--- src/rtl/turn_mutex_arbiter.sv ---
// Turn-pointer mutex arbiter: one shared resource among HIPROC+1 requesters, fair cyclic hand-off.
// Optional forced revoke of long-held grants when TMA_TIMEOUT_EN is defined.
module turn_mutex_arbiter #(
    parameter int HIPROC  = 2,
    parameter int SELMSB  = 1,
    parameter int MAXHOLD = 15
) (
    input  logic              clock,
    input  logic              reset,
    input  logic [HIPROC:0]   req,
    input  logic [HIPROC:0]   rel,
    output logic [HIPROC:0]   grant,
    output logic [SELMSB:0]   owner,
    output logic [SELMSB:0]   turn,
    output logic              busy
`ifdef TMA_TIMEOUT_EN
    ,
    output logic              timeout
`endif
);

    localparam int IW = SELMSB + 1;
    localparam logic [IW-1:0] LAST = IW'(HIPROC);

    // Handshake: req is a level held while wanting the resource; rel is a
    // one-cycle pulse honoured only from the current owner while granted.
    typedef enum logic [1:0] {
        S_IDLE    = 2'd0,
        S_SCAN    = 2'd1,
        S_GRANT   = 2'd2,
        S_HANDOFF = 2'd3
    } state_t;

    state_t          state_q, state_d;
    logic [IW-1:0]   j_q, j_d;
    logic [IW-1:0]   owner_q, owner_d;
    logic [IW-1:0]   turn_q, turn_d;
    logic [HIPROC:0] grant_q, grant_d;
    logic            drop;

`ifdef TMA_TIMEOUT_EN
    localparam int HW = $clog2(MAXHOLD + 1);
    logic [HW-1:0] hold_q, hold_d;
    logic          timeout_q, timeout_d;
`endif

    function automatic logic [IW-1:0] wrap_inc(input logic [IW-1:0] i);
        return (i == LAST) ? '0 : i + IW'(1);
    endfunction

    always_comb begin
        state_d = state_q;
        j_d     = j_q;
        owner_d = owner_q;
        turn_d  = turn_q;
        grant_d = grant_q;
        drop    = 1'b0;
`ifdef TMA_TIMEOUT_EN
        hold_d    = hold_q;
        timeout_d = 1'b0;
`endif
        case (state_q)
            S_IDLE: begin
                if (|req) begin
                    state_d = S_SCAN;
                    j_d     = turn_q;
                end
            end
            S_SCAN: begin
                if (req == '0) begin
                    state_d = S_IDLE;
                end else if (req[j_q]) begin
                    state_d    = S_GRANT;
                    owner_d    = j_q;
                    grant_d    = '0;
                    grant_d[j_q] = 1'b1;
`ifdef TMA_TIMEOUT_EN
                    hold_d     = '0;
`endif
                end else begin
                    j_d = wrap_inc(j_q);
                end
            end
            S_GRANT: begin
                drop = rel[owner_q] | ~req[owner_q];
`ifdef TMA_TIMEOUT_EN
                hold_d = hold_q + HW'(1);
                if (!drop && hold_q == HW'(MAXHOLD)) begin
                    drop      = 1'b1;
                    timeout_d = 1'b1;
                end
`endif
                if (drop) begin
                    state_d = S_HANDOFF;
                    grant_d = '0;
                    j_d     = wrap_inc(owner_q);
                end
            end
            S_HANDOFF: begin
                // Turn lands on the next waiting requester, or back on the owner if none.
                if (j_q == owner_q) begin
                    turn_d  = owner_q;
                    state_d = S_IDLE;
                end else if (req[j_q]) begin
                    turn_d  = j_q;
                    state_d = S_IDLE;
                end else begin
                    j_d = wrap_inc(j_q);
                end
            end
            default: state_d = S_IDLE;
        endcase
    end

    always_ff @(posedge clock or posedge reset) begin
        if (reset) begin
            state_q <= S_IDLE;
            j_q     <= '0;
            owner_q <= '0;
            turn_q  <= '0;
            grant_q <= '0;
`ifdef TMA_TIMEOUT_EN
            hold_q    <= '0;
            timeout_q <= 1'b0;
`endif
        end else begin
            state_q <= state_d;
            j_q     <= j_d;
            owner_q <= owner_d;
            turn_q  <= turn_d;
            grant_q <= grant_d;
`ifdef TMA_TIMEOUT_EN
            hold_q    <= hold_d;
            timeout_q <= timeout_d;
`endif
        end
    end

    assign grant = grant_q;
    assign owner = owner_q;
    assign turn  = turn_q;
    assign busy  = (state_q != S_IDLE);
`ifdef TMA_TIMEOUT_EN
    assign timeout = timeout_q;
`endif

endmodule

--- config.mk ---
export PLATFORM = sky130hd
export DESIGN_NAME = turn_mutex_arbiter
export DESIGN_NICKNAME = d
export VERILOG_FILES = /design/src/rtl/turn_mutex_arbiter.sv
export SDC_FILE = /design/constraint.sdc
export NUM_CORES = 1
export LEC_CHECK = 0
export BUFFER_PORTS_ARGS = -buffer_cell sky130_fd_sc_hd__buf_2
export CORE_MARGIN = 1.5
export CORE_UTILIZATION = 40
export CTS_CLUSTER_SIZE = 30
export DETAILED_ROUTE_END_ITERATION = 6
export GPL_ROUTABILITY_DRIVEN = 1
export SLEW_MARGIN = 5
export SYNTH_ARGS = -nofsm -noshare
export SYNTH_HDL_FRONTEND = slang
export SYNTH_SLANG_ARGS = --single-unit
export TNS_END_PERCENT = 1
--- constraint.sdc ---
create_clock -name clock -period 2.2 [get_ports clock]
set_input_delay 0.11 -clock clock [delete_from_list [all_inputs] [get_ports clock]]
set_output_delay 0.11 -clock clock [all_outputs]
set_load 0.1 [all_outputs]
==> After elaboration in Yosys (flattened, before gate mapping) <==
Cells that the tools add are included.
{ "word_totals": {"regBits": 11, "in_bits": 8, "output_inout_bits": 8, "word_cells": 67} }
{ "classes": {"add_sub_neg": 2, "n_lt_le_gt_ge": 3, "eq_ne": 13, "mux": 29, "bitwise_logic": 3, "n_reduce_logical": 12} }
{ "ops": {"columns": ["cell", "n"], "rows": [
  ["2-bit two-way mux", 15],
  ["2-bit case mux with 4 select lines", 2],
  ["4-bit AND reduction", 3],
  ["2-bit inequality test, second input constant", 5],
  ["3-bit two-way mux", 3],
  ["2-bit == test, second input constant", 4],
  ["1-bit binary-select mux with 2-bit select", 3],
  ["2-bit by 3-bit less-than comparator with 1-bit output, second input constant", 2],
  ["3-bit inequality test, second input constant", 2],
  ["3-bit case mux with 2 select lines", 1],
  ["2-bit nonzero test", 3],
  ["2-bit by 1-bit adder with 2-bit output, second input constant", 2],
  ["1-bit two-way mux", 4],
  ["3-bit zero test", 1],
  ["3-bit AND reduction", 1],
  ["3-bit OR reduction", 1],
  ["1-bit demux with 2-bit select", 1],
  ["2-bit by 1-bit == test with 1-bit output, second input constant", 1],
  ["2-bit == test", 1],
  ["2-bit by 1-bit >= comparator with 1-bit output, second input constant", 1],
  ["2-bit zero test", 1],
  ["1-bit inverter", 2],
  ["2-bit AND reduction", 1],
  ["1-bit logical AND", 1],
  ["1-bit OR", 1]
]} }

==> Depth between registers and ports, before layout <==
Gate-level depths: netlist (run 1).
{ "depth": {"word_depth": 7, "depth_mapped": 7, "ltp_nobuf": 5} }

==> Worst setup path after synthesis (run 1) <==
OpenSTA, ideal clock, no wires.
{ "synth_timing": {"path_type": "reg-to-reg", "startpoint": "reg owner_q[0], in the netlist owner[0]", "endpoint": "reg j_q[0]", "setup_time_ns": 0.125, "t_arrival_ns": 2.171, "required_ns": 2.075, "slack_ns": -0.095, "path_stages_with_launch": 7, "n_path_buf": 1, "period_less_slack_ns": 2.295, "cell_sequence": "dfrtp_1 > buf_4 > xor2_1 > nor2_1 > a21o_1 > a221oi_4 > mux2_2"} }
{ "synth_via": {"elab_chain_cells": 6, "word_cells_on_any_way": 15, "classes_between": "1 x add/sub; 4 x eq/ne; 7 x mux; 2 x bitwise; 1 x reduce/logical"} }
{ "synth_rtl": {"columns": ["item", "line_no", "text"], "rows": [
  ["start, declared", "36", "logic [IW-1:0] owner_q, owner_d;"],
  ["start signal, assigned", "129", "owner_q <= owner_d;"],
  ["1-bit binary-select mux with 2-bit select", "85", "drop = rel[owner_q] | ~req[owner_q];"],
  ["1-bit two-way mux (implied by the code)", "85", null],
  ["1-bit inverter", "85", null],
  ["1-bit OR", "85", null],
  ["2-bit inequality test (no line)", null, null],
  ["4-bit AND reduction (no line)", null, null],
  ["end signal, assigned", "128", "j_q <= j_d;"],
  ["end, declared", "35", "logic [IW-1:0] j_q, j_d;"]
]} }
Several ways; a longest one is shown, not always the timed one. The select of a mux whose other input is x is not followed.
A chain may end at the register's enable or synchronous reset.

==> Worst setup path in the final report (run 1) <==
{ "layout_timing": {"startpoint": "reg j_q[1]", "endpoint": "reg j_q[0]"} }
{ "layout_via": {"elab_chain_cells": 5, "word_cells_on_any_way": 11, "classes_between": "3 x eq/ne; 7 x mux; 1 x reduce/logical"} }
{ "layout_rtl": {"columns": ["item", "line_no", "text"], "rows": [
  ["1-bit binary-select mux with 2-bit select / 2-bit == test (equally long branches)", "72, 104, 48", null],
  ["1-bit two-way mux (implied by the code) / 2-bit two-way mux (equally long branches)", "72, 104, 48", null],
  ["2-bit two-way mux", "72, 104", null],
  ["2-bit two-way mux, on equally long branches", "101, 70", null],
  ["2-bit case mux with 4 select lines", "62", "case (state_q)"]
]} }
Several ways; a longest one is shown, not always the timed one. The select of a mux whose other input is x is not followed.

==> metrics.cfg, run 1 <==
[setup_path]
crit_type = reg -> reg
start_kind = flop
crit_chain = mux2i_1 > o21ai_1 > a21o_1 > a221oi_4 > mux2_2
slowest_delay_ns = 0.51
critical-path-top-delay-family = multiplexers
required_ns = 2.36
rrSetupSlack_ns = 0.39
cp_max_fo = 9
cp_data_arrival_time_ns = 1.96
cp-end-kind = flop
slowest_stage = dfrtp_1
crit_buf_inv = 0

[grt]
grt_usage_pct = 16.5
grt-ovfl-total = 0
grt_pass1_vias = 499
antenna_found_initial = 0
grt_pass1_wl_mm = 2.21
grt_start_max_net_pins = 12

[sta]
clock.fmax_mhz = 553
rsz0062_at_grt = false
post-route-period-util_pct = 82.2
fin_tns_setup_ns = 0
slew_violations = 0
skew_ns = 0.00390
tightestPinTransition_ns = 0.485
hold_viol_final = 0
setup-violations-final = 0
period_minus_slack_ns = 1.81
max_slew_margin_pct = 67.9

[floorplanning]
die-area_um2 = 1960
die_x_um = 44.3
chipHeight_um = 44.3
ios = 16
row_count = 14
initial_core_util_pct = 44.2
coreArea_um2 = 1540

[placement]
hpwl_um = 972
gp_congestion = 0.752
io_buffers = 15

[synth]
ys_ff_latch = 11
syn_inst = 59
synth-edff-count = 0
yosysTopAreaCell = dfrtp_1
synth_top_family_by_area = compound AO/OA/AOI/OAI gates
synth_area_leaders = dfrtp_1 40%, mux2_2 9.9%, buf_6 6.6%
ys_async_sr_fraction_pct = 100
synth_fa_ha_area_share_pct = 0
synth-xor-area-share_pct = 2.57
synth-compound-area-share_pct = 20.6
synth.most_common_cell = dfrtp_1
synthFlopType = dfrtp_1
synth-seq-area-share_pct = 40.4
synthTopCellsByCount = 11 x dfrtp_1, 6 x mux2_2, 4 x buf_6, 4 x mux2i_1
synth_nets = 67
syn_area_um2 = 681
post_synth.cell_area_avg_um2 = 11.5
synth_mux_area_share_pct = 15.8
synthSimpleGateAreaFrac_pct = 11.2
synth_warnings = 0
synth.top_cell.area_share_pct = 40.4
synth.distinct_cells = 26

[finish]
drive_gt1_share_pct = 43.2
diodes = 0
finalNetCount = 83
areaGrowthSynthToFinish_pct = 11.9
n_fill_cell = 154

[routing]
firstDrtPassIters = 4
routed_wl_mm = 1.32
vias = 516
antenna_left = 0
wl_per_cell_um = 14.6
drc = 0
viasPerCell = 5.73
drtIter0Drc = 7

[cts]
clkLatencyLatePin_ns = 0.27
h-tree-depth = 1
cts-root-buf = clkbuf_4
cts_tree = built
cts_buffers = 3
cts_buffer_depth = 2
cts_resized = 0
clkSlewWorstSetupHoldPaths_ns = 0.07
cts_num_sinks = 11

[status]
status = completed

[min_path]
hold_class = in -> reg

[run]
cap_violations = 0

-- worst paths after layout --
kind | from | to | cells after the start
setup / recovery | j_q[1] | j_q[0] | 5
hold / removal | req[1] | state_q[0] | 4
setup reg to reg | j_q[1] | j_q[0] | 5
hold reg to reg | grant[1] | grant[1] | 1
max in group asynchronous | reset | owner[0] | 3
min in group asynchronous | reset | grant[1] | 3
-- through the flow --
stage	worst slack [ns]	instances	hold WS, ns	utilization (%)	instance area [um2]
after global routing	0.306	90	0.348	49.4	762
after global placement	0.481	85	0.123	47.1	726
after detailed placement	0.397	85	0.126	47.1	726
after CTS	0.398	90	0.322	49.4	762
after floorplan	0.192	59	-0.0377	-	683
final	0.392	90	0.328	49.4	762
-- flip-flops by register name (all words and copies together), names as in the netlist, named ones only --
register and cells:
state_q 1, j_q 2, turn 2, owner 2, grant 3
-- metal layers --
metal | vias up | global-route usage, % | wire length, um
met5 | - | 0 | 0
met4 | 0 | 12.7 | 42
met3 | 5 | 3.67 | 79
met2 | 17 | 24.1 | 584
met1 | 247 | 21.2 | 610
li1 | 247 | - | -
-- worst reg2reg max path, cell delays in order (launching register included) --
cell	delay (ns)
dfrtp_1	0.51
mux2i_1	0.24
o21ai_1	0.11
a21o_1	0.20
a221oi_4	0.27
mux2_2	0.37
-- logic make-up after synthesis --
| kind of cell | count (synthesis) |
|---|---|
| buffers and inverters | 8 |
| XOR/XNOR | 2 |
| flip-flops | 11 |
| AO/OA/AOI/OAI | 14 |
| multiplexers | 10 |
| AND/OR/NAND/NOR | 14 |
-- cells in the final DEF, fill, tap and decap left out --
cell type,netlist,final
buf_2,0,15
dfrtp_1,11,9
mux2_2,6,6
mux2i_1,4,4
inv_1,3,3
nor2_1,3,3
a22o_1,3,3
clkbuf_4,0,3
xor2_1,2,2
nor2b_1,2,2
o221ai_2,2,2
nor3_1,2,2
o22ai_1,2,2
a21o_1,2,2
dfrtp_2,0,2
nand3b_1,1,1
o21ai_1,1,1
o21ai_0,1,1
or2_1,1,1
and3_2,1,1
nand2_1,1,1
a2bb2oi_2,1,1
nand3_1,1,1
nand2b_1,1,1
a221oi_4,1,1
or2_2,1,1
a21oi_1,1,1
clkbuf_1,0,1
dlygate4sd3_1,0,1
-- repair_timing --
action,in CTS,in global routing
hold endpoints to repair,11,0
hold buffers,1,0
buffers inserted,0,0
-- cell type report --
type                            instances  area, um2  area share (%)
Clock buffer                            4       26.3            3.45
Inverter                                3       11.3            1.48
Multi-Input combinational cell         40        342            44.8
Sequential cell                        11        278            36.5
Tap cell                               16       20.0            2.63
Timing Repair Buffer                   16       85.1            11.2
Power of run 1 is left out: the tool's default activity adds up to more than one toggle a clock period on the data nets, which glitch-free logic cannot reach.
==> inputs of run 2 (changes only) <==
ABC_AREA = 1   (was unset)
clock period = 1.5 ns   (was 2.2 ns; I/O delays follow)
==> metrics.cfg, run 2 <==
[grt]
grt_pass1_vias = 653
antenna_found_initial = 0
grt-ovfl-total = 0
grt_usage_pct = 18.7
grt_pass1_wl_mm = 2.77
grt_start_max_net_pins = 12

[setup_path]
cp-end-kind = output port
required_ns = 1.42
cp_data_arrival_time_ns = 1.38
start_kind = flop
crit_type = reg -> out
cp_max_fo = 8

[synth]
synth-seq-area-share_pct = 38.4
yosysTopAreaCell = dfrtp_1
synth.most_common_cell = nand2_1
synth_nets = 112
ys_async_sr_fraction_pct = 100
synthTopCellsByCount = 37 x nand2_1, 16 x nand3_1, 11 x dfrtp_1
ys_ff_latch = 11
syn_inst = 104
syn_area_um2 = 717
synth.top_cell.area_share_pct = 38.4
synth.distinct_cells = 17
synthFlopType = dfrtp_1
synth_warnings = 0
post_synth.cell_area_avg_um2 = 6.89
synth_area_leaders = dfrtp_1 38%, nand2_1 19%, nand3_1 11%
synth-edff-count = 0

[finish]
finalNetCount = 133
largest_register_ffs = 3
n_fill_cell = 175
diodes = 0
final_common_cell = nand2_1
drive_gt1_share_pct = 29.0
areaGrowthSynthToFinish_pct = 20.4
layout_common_cells = 37 x nand2_1, 16 x nand3_1, 15 x buf_2

[cts]
cts_buffer_depth = 2
clkSlewWorstSetupHoldPaths_ns = 0.07
cts_num_sinks = 11
cts_tree = built
cts-root-buf = clkbuf_4
h-tree-depth = 1
post-cts-setup-buffers = 0
clkLatencyLatePin_ns = 0.26
cts_buffers = 3

[sta]
tightestPinTransition_ns = 0.486
rsz0062_at_grt = true
hold_ws_ns = 0.339
skew_ns = 0.00624
period_minus_slack_ns = 1.46
setup-violations-final = 0
slew_violations = 0
hold_viol_final = 0
post-route-period-util_pct = 97.3
clock.fmax_mhz = 685
fin_ws_ns = 0.0412
fin_tns_setup_ns = 0
max_slew_margin_pct = 67.8

[routing]
firstDrtPassIters = 4
vias = 710
antenna_left = 0
routed_wl_mm = 1.54
drc = 0
wl_per_cell_um = 10.3
drtIter0Drc = 18
viasPerCell = 4.77

[floorplanning]
row_count = 15
coreArea_um2 = 1710
initial_core_util_pct = 42.0
die-area_um2 = 2060
ios = 16
die_x_um = 45.3
chipHeight_um = 45.3

[placement]
gp_congestion = 0.830
dpl_worst_slack_ns = 0.100
hpwl_mm = 1.29
io_buffers = 15

[min_path]
hold_class = in -> async

[run]
cap_violations = 0

[status]
status = completed

-- run 2: cell type report --
class	count	area, um2	share of cell area [%]
Multi-Input combinational cell	77	377	43.6
Sequential cell	11	278	32.2
Timing Repair Buffer	17	92.6	10.7
Inverter	15	58.8	6.81
Tap cell	25	31.3	3.62
Clock buffer	4	26.3	3.04
-- run 2: critical path, cell delays in order (launching register included) --
cell	delay (ns)
dfrtp_1	0.55
nor2_2	0.11
inv_4	0.06
buf_2	0.41
-- run 2: kinds of logic after synthesis --
group | Yosys count | synth area share (%)
buffers and inverters | 16 | 9.42
XOR/XNOR | 1 | 1.22
flip-flops | 11 | 38.4
AND/OR/NAND/NOR | 68 | 43.3
AO/OA/AOI/OAI | 8 | 7.68
-- run 2: per-layer routing --
metal | vias up | share of wire [%] | GRT usage (%)
met4 | 0 | 0.33 | 10.6
met5 | - | 0 | 0
li1 | 371 | - | -
met3 | 2 | 4.5 | 1.60
met2 | 23 | 46 | 24.9
met1 | 314 | 49 | 29.0
-- run 2: what timing repair did --
| action | 4_1_cts | 5_1_grt |
|---|---|---|
| hold buffers | 1 | 0 |
| endpoints found under the hold margin | 11 | 0 |
| gates resized for setup | 0 | 1 |
| endpoints found under the setup margin | 0 | 6 |
-- run 2: worst paths after layout --
check,from,to,slack (ns),cells after the start
worst min-delay path,reset,grant[2],0.34,3
max in group asynchronous,reset,owner[1],0.86,3
worst max register to register,state_q[0],grant[1],0.09,7
worst max-delay path,state_q[0],busy,0.04,3
worst min register to register,grant[1],grant[1],0.47,2
min in group clock,req[0],flop,0.35,5
-- run 2: through the flow --
stage / instances / util (%) / cell area, um2
final: 149 / 50.5 / 863
after global placement: 144 / 48.3 / 825
after global routing: 149 / 50.5 / 863
after detailed placement: 144 / 48.3 / 825
after CTS: 149 / 50.4 / 861
after floorplan: 104 / - / 722
Power of run 2 is left out for the same reason.
==> inputs of run 3 (changes only) <==
ABC_AREA = unset   (was 1)
==> metrics.cfg, run 3 (synthesis results as in run 1) <==
[setup_path]
crit_type = reg -> reg
reg2reg_from = owner[1]
cp_max_fo = 3
cp-end-kind = flop
required_ns = 1.64
worst_r2r_path_depth = 5
crit_path_start = owner[1]
start_kind = flop
cp_data_arrival_time_ns = 1.86

[status]
violations = setup timing
status = complete, but fails checks

[run]
cap_violations = 0

[grt]
antenna_found_initial = 0
grt_pass1_wl_mm = 2.49
grt_usage_pct = 18.2
grt_start_max_net_pins = 12
grt-ovfl-total = 0
grt_pass1_vias = 548

[sta]
rsz0062_at_grt = true
tightestPinTransition_ns = 0.550
slew_violations = 0
fin_ws_ns = -0.216
skew_ns = 0.000992
max_slew_margin_pct = 63.0
hold_viol_final = 0
post-route-period-util_pct = 114
period_minus_slack_ns = 1.72
setup-violations-final = 7
clock.fmax_mhz = 583

[routing]
routed_wl_mm = 1.58
vias = 557
wl_per_cell_um = 14.9
drtIter0Drc = 2
dr_wl_met2_um = 813
top_layer_used = met4
antenna_left = 0
met1_length_um = 700
drc = 0
viasPerCell = 5.25
firstDrtPassIters = 4
dr_wl_met3_um = 56

[finish]
layout_common_cells = 17 x buf_4, 14 x buf_2, 8 x dfrtp_1
n_fill_cell = 141
drive_gt1_share_pct = 58.9
diodes = 0
design_area_um2 = 915
final_common_cell = buf_4
largest_register_ffs = 3
areaGrowthSynthToFinish_pct = 34.4
finalNetCount = 99

[floorplanning]
ios = 16
initial_core_util_pct = 44.2
chipHeight_um = 44.3
row_count = 14
coreArea_um2 = 1540
die_x_um = 44.3
die-area_um2 = 1960

[placement]
gp_congestion = 0.759
dpl_cell_area_um2 = 821
hpwl_mm = 1.16
io_buffers = 15
dpl_worst_slack_ns = -0.220

[cts]
clkSlewWorstSetupHoldPaths_ns = 0.07
cts_buffers = 3
cts_num_sinks = 11
cts_tree = built
clkLatencyLatePin_ns = 0.26
cts_buffer_depth = 2
cts-root-buf = clkbuf_4
h-tree-depth = 1

[min_path]
hold_class = in -> reg
min_delay_path_depth = 4
hp-start = req[1]

## run 3: critical path, stage by stage (launching register included)
cell       delay (ns)
dfrtp_4          0.50
mux2i_2          0.21
a2bb2oi_2        0.22
nor2_2           0.07
a221oi_4         0.27
mux2_4           0.33
## run 3: layout make-up
class                   count  area [um2]  share of cell area (%)
repair buffers             32         208                    22.7
multi-input cells          40         365                    39.9
well taps                  16        20.0                    2.19
clock buffers               4        26.3                    2.87
inverters                   3        11.3                    1.23
flip-flops and latches     11         284                    31.1
## run 3: metrics by stage
step           setup TNS (ns)  utilization [%]  hold WS, ns  cells
6_report               -0.989             59.3        0.256    106
5_1_grt                 -1.37             59.3        0.248    106
4_1_cts                -0.692             57.6        0.310    104
3_5_place_dp           -0.681             53.2       0.0880     97
3_3_place_gp           -0.571             53.2       0.0782     97
2_1_floorplan           -1.64                -      -0.0725     59
## run 3: path summary, 6_finish.rpt
path	endpoint	slack [ns]
setup reg to reg	j_q[1]	-0.22
max in group asynchronous	owner[0]	0.82
min in group asynchronous	turn[0]	0.36
setup / recovery	j_q[1]	-0.22
hold / removal	state_q[0]	0.26
hold reg to reg	grant[1]	0.50
## run 3: routing by layer
| layer | GRT usage [%] | up-vias |
|---|---|---|
| met5 | 0 | - |
| li1 | - | 276 |
| met4 | 9.09 | 0 |
| met2 | 31.8 | 12 |
| met3 | 1.22 | 2 |
| met1 | 22.5 | 267 |
## run 3: repair_timing
item,4_1_cts,5_1_grt
hold buffers,1,0
hold endpoints to repair,11,0
pin swaps,2,5
setup endpoints to repair,8,10
resized for setup,5,4
buffers inserted,2,2
Power of run 3 is left out for the same reason.
